<file path="src/rtl/video_timing_pkg.sv">
// Shared 640x480 timing constants, coordinate/pixel widths and receiver state encoding.
// Used by both the timing generator and video_timing_rx.
package video_timing_pkg;

    localparam int H_ACTIVE = 640;
    localparam int H_FP     = 16;
    localparam int H_SYNC   = 96;
    localparam int H_BP     = 48;
    localparam int H_TOTAL  = H_ACTIVE + H_FP + H_SYNC + H_BP;

    localparam int V_ACTIVE = 480;
    localparam int V_FP     = 10;
    localparam int V_SYNC   = 2;
    localparam int V_BP     = 33;
    localparam int V_TOTAL  = V_ACTIVE + V_FP + V_SYNC + V_BP;

    localparam int COORD_W  = 12;
    localparam int PIX_W    = 32;

    typedef enum logic [1:0] {
        SEARCH = 2'd0,
        SYNC   = 2'd1,
        LOCKED = 2'd2
    } rx_state_e;

    typedef struct packed {
        logic [7:0] b;
        logic [7:0] g;
        logic [7:0] r;
    } rgb_t;

    // Counters stick at all-ones instead of wrapping.
    function automatic logic [COORD_W-1:0] sat_inc(input logic [COORD_W-1:0] v);
        return (v == '1) ? v : v + 1'b1;
    endfunction

endpackage

</file>
<file path="src/rtl/video_rx_measure.sv">
// Timing measurement counters for video_timing_rx (built only with VIDEO_RX_MEASURE_EN).
module video_rx_measure (
    input  logic        clk,
    input  logic        rst_n,
    input  logic        hs_edge,
    input  logic        vs_edge,
    input  logic        de_fall,
    input  logic [11:0] line_width,
    input  logic [11:0] frame_lines,
    output logic [11:0] meas_h_total,
    output logic [11:0] meas_v_total,
    output logic [11:0] meas_h_active,
    output logic [11:0] meas_v_active
);
    import video_timing_pkg::*;

    logic [1:0]  vs_seen;
    logic [11:0] h_cnt;
    logic [11:0] v_cnt;
    logic        pub;

    // Nothing is published until one complete frame has been bracketed by VS edges.
    assign pub = (vs_seen == 2'd2) || (vs_seen == 2'd1 && vs_edge);

    always_ff @(posedge clk or negedge rst_n) begin
        if (!rst_n) begin
            vs_seen       <= 2'd0;
            h_cnt         <= '0;
            v_cnt         <= '0;
            meas_h_total  <= '0;
            meas_v_total  <= '0;
            meas_h_active <= '0;
            meas_v_active <= '0;
        end else begin
            h_cnt <= hs_edge ? 12'd1 : sat_inc(h_cnt);
            if (vs_edge)
                v_cnt <= hs_edge ? 12'd1 : 12'd0;
            else if (hs_edge)
                v_cnt <= sat_inc(v_cnt);
            if (vs_edge && vs_seen != 2'd2)
                vs_seen <= vs_seen + 2'd1;
            if (pub) begin
                if (hs_edge) meas_h_total  <= h_cnt;
                if (de_fall) meas_h_active <= line_width;
                if (vs_edge) begin
                    meas_v_total  <= v_cnt;
                    meas_v_active <= frame_lines;
                end
            end
        end
    end

endmodule

</file>
<file path="src/rtl/video_timing_rx.sv">
// Video receive front end: position recovery, geometry lock and {00,b,g,r} pixel packing.
// Define VIDEO_RX_MEASURE_EN to build the meas_* timing counters; otherwise they read 0.
module video_timing_rx #(
    parameter int   H_ACTIVE = video_timing_pkg::H_ACTIVE,
    parameter int   V_ACTIVE = video_timing_pkg::V_ACTIVE,
    parameter logic HS_POL   = 1'b0,
    parameter logic VS_POL   = 1'b0
) (
    input  logic        clk,
    input  logic        rst_n,
    input  logic        hs,
    input  logic        vs,
    input  logic        de,
    input  logic [7:0]  rgb_r,
    input  logic [7:0]  rgb_g,
    input  logic [7:0]  rgb_b,
    output logic [31:0] pix_data,
    output logic        pix_valid,
    output logic        pix_sof,
    output logic        pix_eol,
    output logic [11:0] pix_x,
    output logic [11:0] pix_y,
    output logic        locked,
    output logic        frame_err,
    output logic [15:0] frame_cnt,
    output logic [11:0] meas_h_total,
    output logic [11:0] meas_v_total,
    output logic [11:0] meas_h_active,
    output logic [11:0] meas_v_active
);
    import video_timing_pkg::*;

    localparam logic [COORD_W-1:0] H_ACT_C = COORD_W'(H_ACTIVE);
    localparam logic [COORD_W-1:0] V_ACT_C = COORD_W'(V_ACTIVE);

    logic hs_q, vs_q, de_q, hs_d, vs_d, de_d;
    rgb_t rgb_q;
    logic hs_edge, vs_edge, de_fall;

    always_ff @(posedge clk or negedge rst_n) begin
        if (!rst_n) begin
            hs_q  <= 1'b0;
            vs_q  <= 1'b0;
            de_q  <= 1'b0;
            rgb_q <= '0;
            hs_d  <= 1'b0;
            vs_d  <= 1'b0;
            de_d  <= 1'b0;
        end else begin
            hs_q  <= hs;
            vs_q  <= vs;
            de_q  <= de;
            rgb_q <= '{b: rgb_b, g: rgb_g, r: rgb_r};
            hs_d  <= hs_q;
            vs_d  <= vs_q;
            de_d  <= de_q;
        end
    end

    assign hs_edge = (hs_q == HS_POL) && (hs_d != HS_POL);
    assign vs_edge = (vs_q == VS_POL) && (vs_d != VS_POL);
    assign de_fall = de_d && !de_q;

    // Position and geometry tracking
    logic [COORD_W-1:0] x_cnt, y_cnt, y_cur, lines_now;
    logic               bad, line_bad, frame_ok;

    // A VS edge landing on a pixel makes that pixel row 0.
    assign y_cur     = vs_edge ? '0 : y_cnt;
    assign lines_now = de_fall ? sat_inc(y_cnt) : y_cnt;
    assign line_bad  = de_fall && (x_cnt != H_ACT_C);
    assign frame_ok  = !(bad || line_bad) && (lines_now == V_ACT_C);

    always_ff @(posedge clk or negedge rst_n) begin
        if (!rst_n) begin
            x_cnt <= '0;
            y_cnt <= '0;
            bad   <= 1'b0;
        end else begin
            x_cnt <= de_q ? sat_inc(x_cnt) : '0;
            if (vs_edge) begin
                y_cnt <= '0;
                bad   <= 1'b0;
            end else begin
                if (de_fall)  y_cnt <= sat_inc(y_cnt);
                if (line_bad) bad   <= 1'b1;
            end
        end
    end

    // Lock FSM
    rx_state_e state, state_nx;
    logic      err_nx, cnt_inc;

    always_ff @(posedge clk or negedge rst_n) begin
        if (!rst_n) state <= SEARCH;
        else        state <= state_nx;
    end

    always_comb begin
        state_nx = state;
        err_nx   = 1'b0;
        cnt_inc  = 1'b0;
        if (vs_edge) begin
            case (state)
                SEARCH: state_nx = SYNC;
                SYNC: begin
                    if (frame_ok) state_nx = LOCKED;
                    else          err_nx   = 1'b1;
                end
                LOCKED: begin
                    if (frame_ok) begin
                        cnt_inc = 1'b1;
                    end else begin
                        state_nx = SYNC;
                        err_nx   = 1'b1;
                    end
                end
                default: state_nx = SEARCH;
            endcase
        end
    end

    assign locked = (state == LOCKED);

    // Output stage; next-state lock lets the frame that gains lock emit row 0.
    logic pix_ok;
    assign pix_ok = de_q && (state_nx == LOCKED) && (x_cnt < H_ACT_C) && (y_cur < V_ACT_C);

    always_ff @(posedge clk or negedge rst_n) begin
        if (!rst_n) begin
            pix_valid <= 1'b0;
            pix_sof   <= 1'b0;
            pix_eol   <= 1'b0;
            pix_x     <= '0;
            pix_y     <= '0;
            pix_data  <= '0;
            frame_err <= 1'b0;
            frame_cnt <= '0;
        end else begin
            pix_valid <= pix_ok;
            pix_sof   <= pix_ok && (x_cnt == '0) && (y_cur == '0);
            pix_eol   <= pix_ok && (x_cnt == H_ACT_C - 1'b1);
            if (pix_ok) begin
                pix_x    <= x_cnt;
                pix_y    <= y_cur;
                pix_data <= {8'h00, rgb_q};
            end
            frame_err <= err_nx;
            if (cnt_inc) frame_cnt <= frame_cnt + 16'd1;
        end
    end

`ifdef VIDEO_RX_MEASURE_EN
    video_rx_measure u_measure (
        .clk           (clk),
        .rst_n         (rst_n),
        .hs_edge       (hs_edge),
        .vs_edge       (vs_edge),
        .de_fall       (de_fall),
        .line_width    (x_cnt),
        .frame_lines   (lines_now),
        .meas_h_total  (meas_h_total),
        .meas_v_total  (meas_v_total),
        .meas_h_active (meas_h_active),
        .meas_v_active (meas_v_active)
    );
`else
    logic unused_hs_edge;
    assign unused_hs_edge = hs_edge;
    assign meas_h_total   = '0;
    assign meas_v_total   = '0;
    assign meas_h_active  = '0;
    assign meas_v_active  = '0;
`endif

endmodule

</file>
<file path="config.mk">
export PLATFORM = sky130hd
export DESIGN_NAME = video_timing_rx
export DESIGN_NICKNAME = d
export VERILOG_FILES = /design/src/rtl/video_timing_pkg.sv /design/src/rtl/video_rx_measure.sv /design/src/rtl/video_timing_rx.sv
export SDC_FILE = /design/constraint.sdc
export NUM_CORES = 1
export LEC_CHECK = 0
export ABC_AREA = 1
export CAP_MARGIN = 20
export CORE_UTILIZATION = 44
export CTS_CLUSTER_SIZE = 30
export DETAILED_ROUTE_END_ITERATION = 16
export GPL_ROUTABILITY_DRIVEN = 0
export MAX_ROUTING_LAYER = met4
export PLACE_DENSITY = 0.76
export SLEW_MARGIN = 20
export SYNTH_ARGS = -nofsm -noshare
export SYNTH_HDL_FRONTEND = slang
export SYNTH_SLANG_ARGS = --single-unit
</file>
<file path="constraint.sdc">
create_clock -name clk -period 2.6 [get_ports clk]
set_clock_uncertainty 0.05 [all_clocks]
set_input_delay 0.52 -clock clk [delete_from_list [all_inputs] [get_ports clk]]
set_output_delay 0.52 -clock clk [all_outputs]
set_load 0.02 [all_outputs]
</file>
==> results.txt <==
----------------------------------------------------
[Detailed routing]
  Overall routed net length ... between 10000 and 15000 um
  Violation count after the first detailed-routing iteration ... about 270
  Detailed-route vias per instance ... 4.88
  Routed vias ... around 5000
  Wire length per cell ... roughly 14 um
  Detail Route Antenna Nets ... 0
  Final routed DRC violation total ... 0
  Number of optimization iterations in the first detailed-route pass ... 5

[Clock tree]
  Root cell of the clock tree ... clkbuf_16
  H-tree levels ... 4
  Maximum buffer depth of the clock tree ... 2
  Clock-pin slew on the worst setup and hold paths ... roughly 50 ps
  Quantity of hold-fixing buffers added after cts ... 0
  Count of clock tree sinks ... 123
  Clk_lat worst skew ... 410 ps
  Clock tree from TritonCTS ... yes
  Cts bufs inserted ... 17

[Floorplanning]
  Top-level I/O count ... around 150
  Row count ... a little over 40
  Die Span Y ... 118 um
  Starting utilization of the core area ... 0.459
  Die outline area ... 13900 um2
  Die Span X ... roughly 120 um
  Core Box Area ... roughly 13000 um2

[Global routing]
  Pin count of the biggest net entering global routing ... 59
  GRT Overall Usage ... 0.226
  Vias in the first global route ... 4801
  Number of antenna violations at the first check in global routing ... 0
  Total gr overflow ... 0
  Global-route wire length before repair ... 23900 um

[Synthesis]
  Average cell area after synthesis ... about 8.6 um2
  Fraction of registers with async set/reset ... 1.00
  Yosys warnings ... 0
  Top cell type by total area after synthesis ... dfrtp_1
  Area of the mapped netlist ... around 6000 um2
  Gate count after technology mapping ... ~680
  Most frequent cell after synthesis ... nand2_1
  Predominant post-synthesis flop cell ... dfrtp_1
  Top post-synthesis cells by area ... dfrtp_1 52%, nand2_1 13%, buf_4 7.3%
  Most instantiated cells after synthesis ... 198 x nand2_1, 123 x dfrtp_1, 57 x buf_4
  Sequential share of the synthesized area ... 0.523
  Post-synthesis cell type count ... 32
  Number of register bits inferred by synthesis ... ~120
  Top-area cell type share of the netlist area ... 0.523
  Number of enable-type register cells in the synthesized netlist ... 0

[Placement]
  Sum of net half-perimeters after detailed placement ... between 9000 and 10000 um
  Number of port buffers ... 96
  Worst slack at placement ... -197 ps

[Pwr]
  Fraction of power consumed by combinational cells ... 0.119
  Net switching share of the total power ... 0.237
  Power per standard cell area ... around 580 nW/um2
  Clock network power share ... 0.465
  Max rail drop VDD ... ~0.46 mV
  Standby leakage power ... between 3 and 4 nW
  Sequential group share of total power ... 0.417
  Overall power ... roughly 4.7 mW
  Net switching power ... 1.13 mW
  Internal Pwr Total ... about 3.6 mW

[Timing]
  Normalized max-slew margin ... 0.588
  Final hold viol count ... 0
  Final worst path period need ... 2730 ps
  Fin worst setup slack ... -133 ps
  Final max-slew violation count ... 0
  Number of failing setup endpoints in the final timing report ... 53
  Highest clock rate ... around 0.37 GHz
  Actual slew at the worst max-slew pin ... about 620 ps
  Share of the clock period used by the worst path after layout ... 1.05
  Unrepaired setup endpoints after global routing ... true

[Critical path]
  Crit path top cell by count ... nand2_1
  CP Launch Type ... flip-flop
  Crit Path Max Fanout ... 11
  Crit-path leading delay family ... simple AND/OR/NAND/NOR gates
  Slowest cell on crit path ... dfrtp_1
  Start-to-end type of the worst setup path ... reg2reg
  Crit. End Element ... flip-flop
  Buffering stage count on the worst path with inverters included ... 2
  Largest incremental delay on the critical path ... around 400 ps
  Critical Path RT ... around 2900 ps
  Cells along the critical path ... ha_4, nand2_4, nor2_4, nand3_2, nand2_1, nand2_1, nand2_2, nor2_2, nand2_1, nor2_2, nand2_2, a21oi_2, nand2_2, a21oi_4, nand3_4, buf_8, buf_16, nand2_1, nand2_1
  WP data arrival ... roughly 3000 ps

[Finish]
  Post-synthesis to final-layout area growth ... 39.7%
  Util after Layout ... 0.642
  Proportion of layout cells with a drive suffix above 1 ... 0.172
  Fill count ... 1091
  Count of nets after finishing ... a little under 900
  Antenna Diode Count ... 0

[Run status]
  Run status ... finished, violations left
  Violations in the final reports ... negative setup slack

[Job]
  Number of max-cap violations ... 0

[Hold path]
  Worst hold path type ... in2async

----------------------------------------------------
-- cell type report --
type	instances	area, um2	share of cell area
Inverter	58	225	0.0274
Multi-Input combinational cell	476	2400	0.292
Clock buffer	22	454	0.0552
Sequential cell	123	3080	0.374
Timing Repair Buffer	166	1750	0.213
Clock inverter	9	97.6	0.0119
Tap cell	172	215	0.0262
-- registers in the layout, summed over array words and instances, names as in the netlist, 2 cells and up --
signal,flops
x_cnt,12
rgb_q,24
pix_data,24
frame_cnt,16
state,2
pix_y,12
pix_x,12
y_cnt,12
-- power by group through the flow --
stage | logic, mW | clock network [mW] | registers [mW]
4_1_cts | 0.533 | 2.25 | 1.98
3_3_place_gp | 0.450 | 0 | 2.01
2_1_floorplan | 0.290 | 0 | 2.01
5_1_grt | 0.605 | 2.34 | 1.98
3_5_place_dp | 0.457 | 0 | 2.01
6_report | 0.563 | 2.21 | 1.98
-- layer usage --
metal	global-route usage	wire length, um
met3	0.0630	812
met1	0.282	6290
met2	0.350	7030
met4	0.0841	290
met5	-	0
-- cell usage in the layout, fill, tap and decap left out, drive strengths merged, types with 2 or more instances in the layout --
| cell | synthesis | routed |
|---|---|---|
| a211oi | 2 | 2 |
| clkdlybuf4s50 | 0 | 95 |
| a21oi | 18 | 18 |
| nand3 | 34 | 35 |
| a31oi | 2 | 2 |
| nand4 | 52 | 52 |
| clkbuf | 7 | 24 |
| inv | 57 | 57 |
| buf | 73 | 67 |
| ha | 8 | 8 |
| o21ai | 11 | 11 |
| dfrtp | 123 | 123 |
| xor2 | 8 | 8 |
| xnor2 | 7 | 7 |
| bufinv | 0 | 2 |
| nand2 | 199 | 199 |
| clkinv | 1 | 7 |
| conb | 1 | 56 |
| bufbuf | 0 | 2 |
| nor2 | 60 | 60 |
| nor3 | 13 | 13 |
-- per-stage QoR --
step                      TNS (ps)  std cells  cell area [um2]  hold WS [ps]
after CTS                    -4620       1020             8080          68.7
after global placement       -5510        976             7190           315
after floorplan                  0        736             6100           174
after detailed placement     -8790        976             7190           319
after global routing        -14990       1026             8230          92.3
final                        -5480       1026             8230          69.3
-- cell families after synthesis --
logic type | Yosys count | synth area share
simple gates | 361 | 0.272
buf+inv | 138 | 0.132
flops | 123 | 0.523
compound gates | 35 | 0.0340
xor+xnor | 15 | 0.0223
fa+ha+maj | 8 | 0.0170
other cells | 1 | 0.000637
-- timing repair --
item,in CTS,in global routing
resized for setup,43,16
setup endpoints to repair,58,67
pin swaps,12,13
cloned,6,2
setup buffers,8,4
-- worst paths after layout --
kind / slack, ps / depth (start not counted) / end / start
min: 70 / 1 / de_q / rst_n
min reg2reg: 330 / 0 / vs_d / vs_q
max reg2reg: -130 / 19 / pix_data[4] / y_cnt[0]
max in group asynchronous: 1700 / 2 / pix_data[17] / rst_n
max: -130 / 19 / pix_data[4] / y_cnt[0]
min in group clk: 330 / 0 / vs_d / vs_q
(Power assumes the default switching activity.)
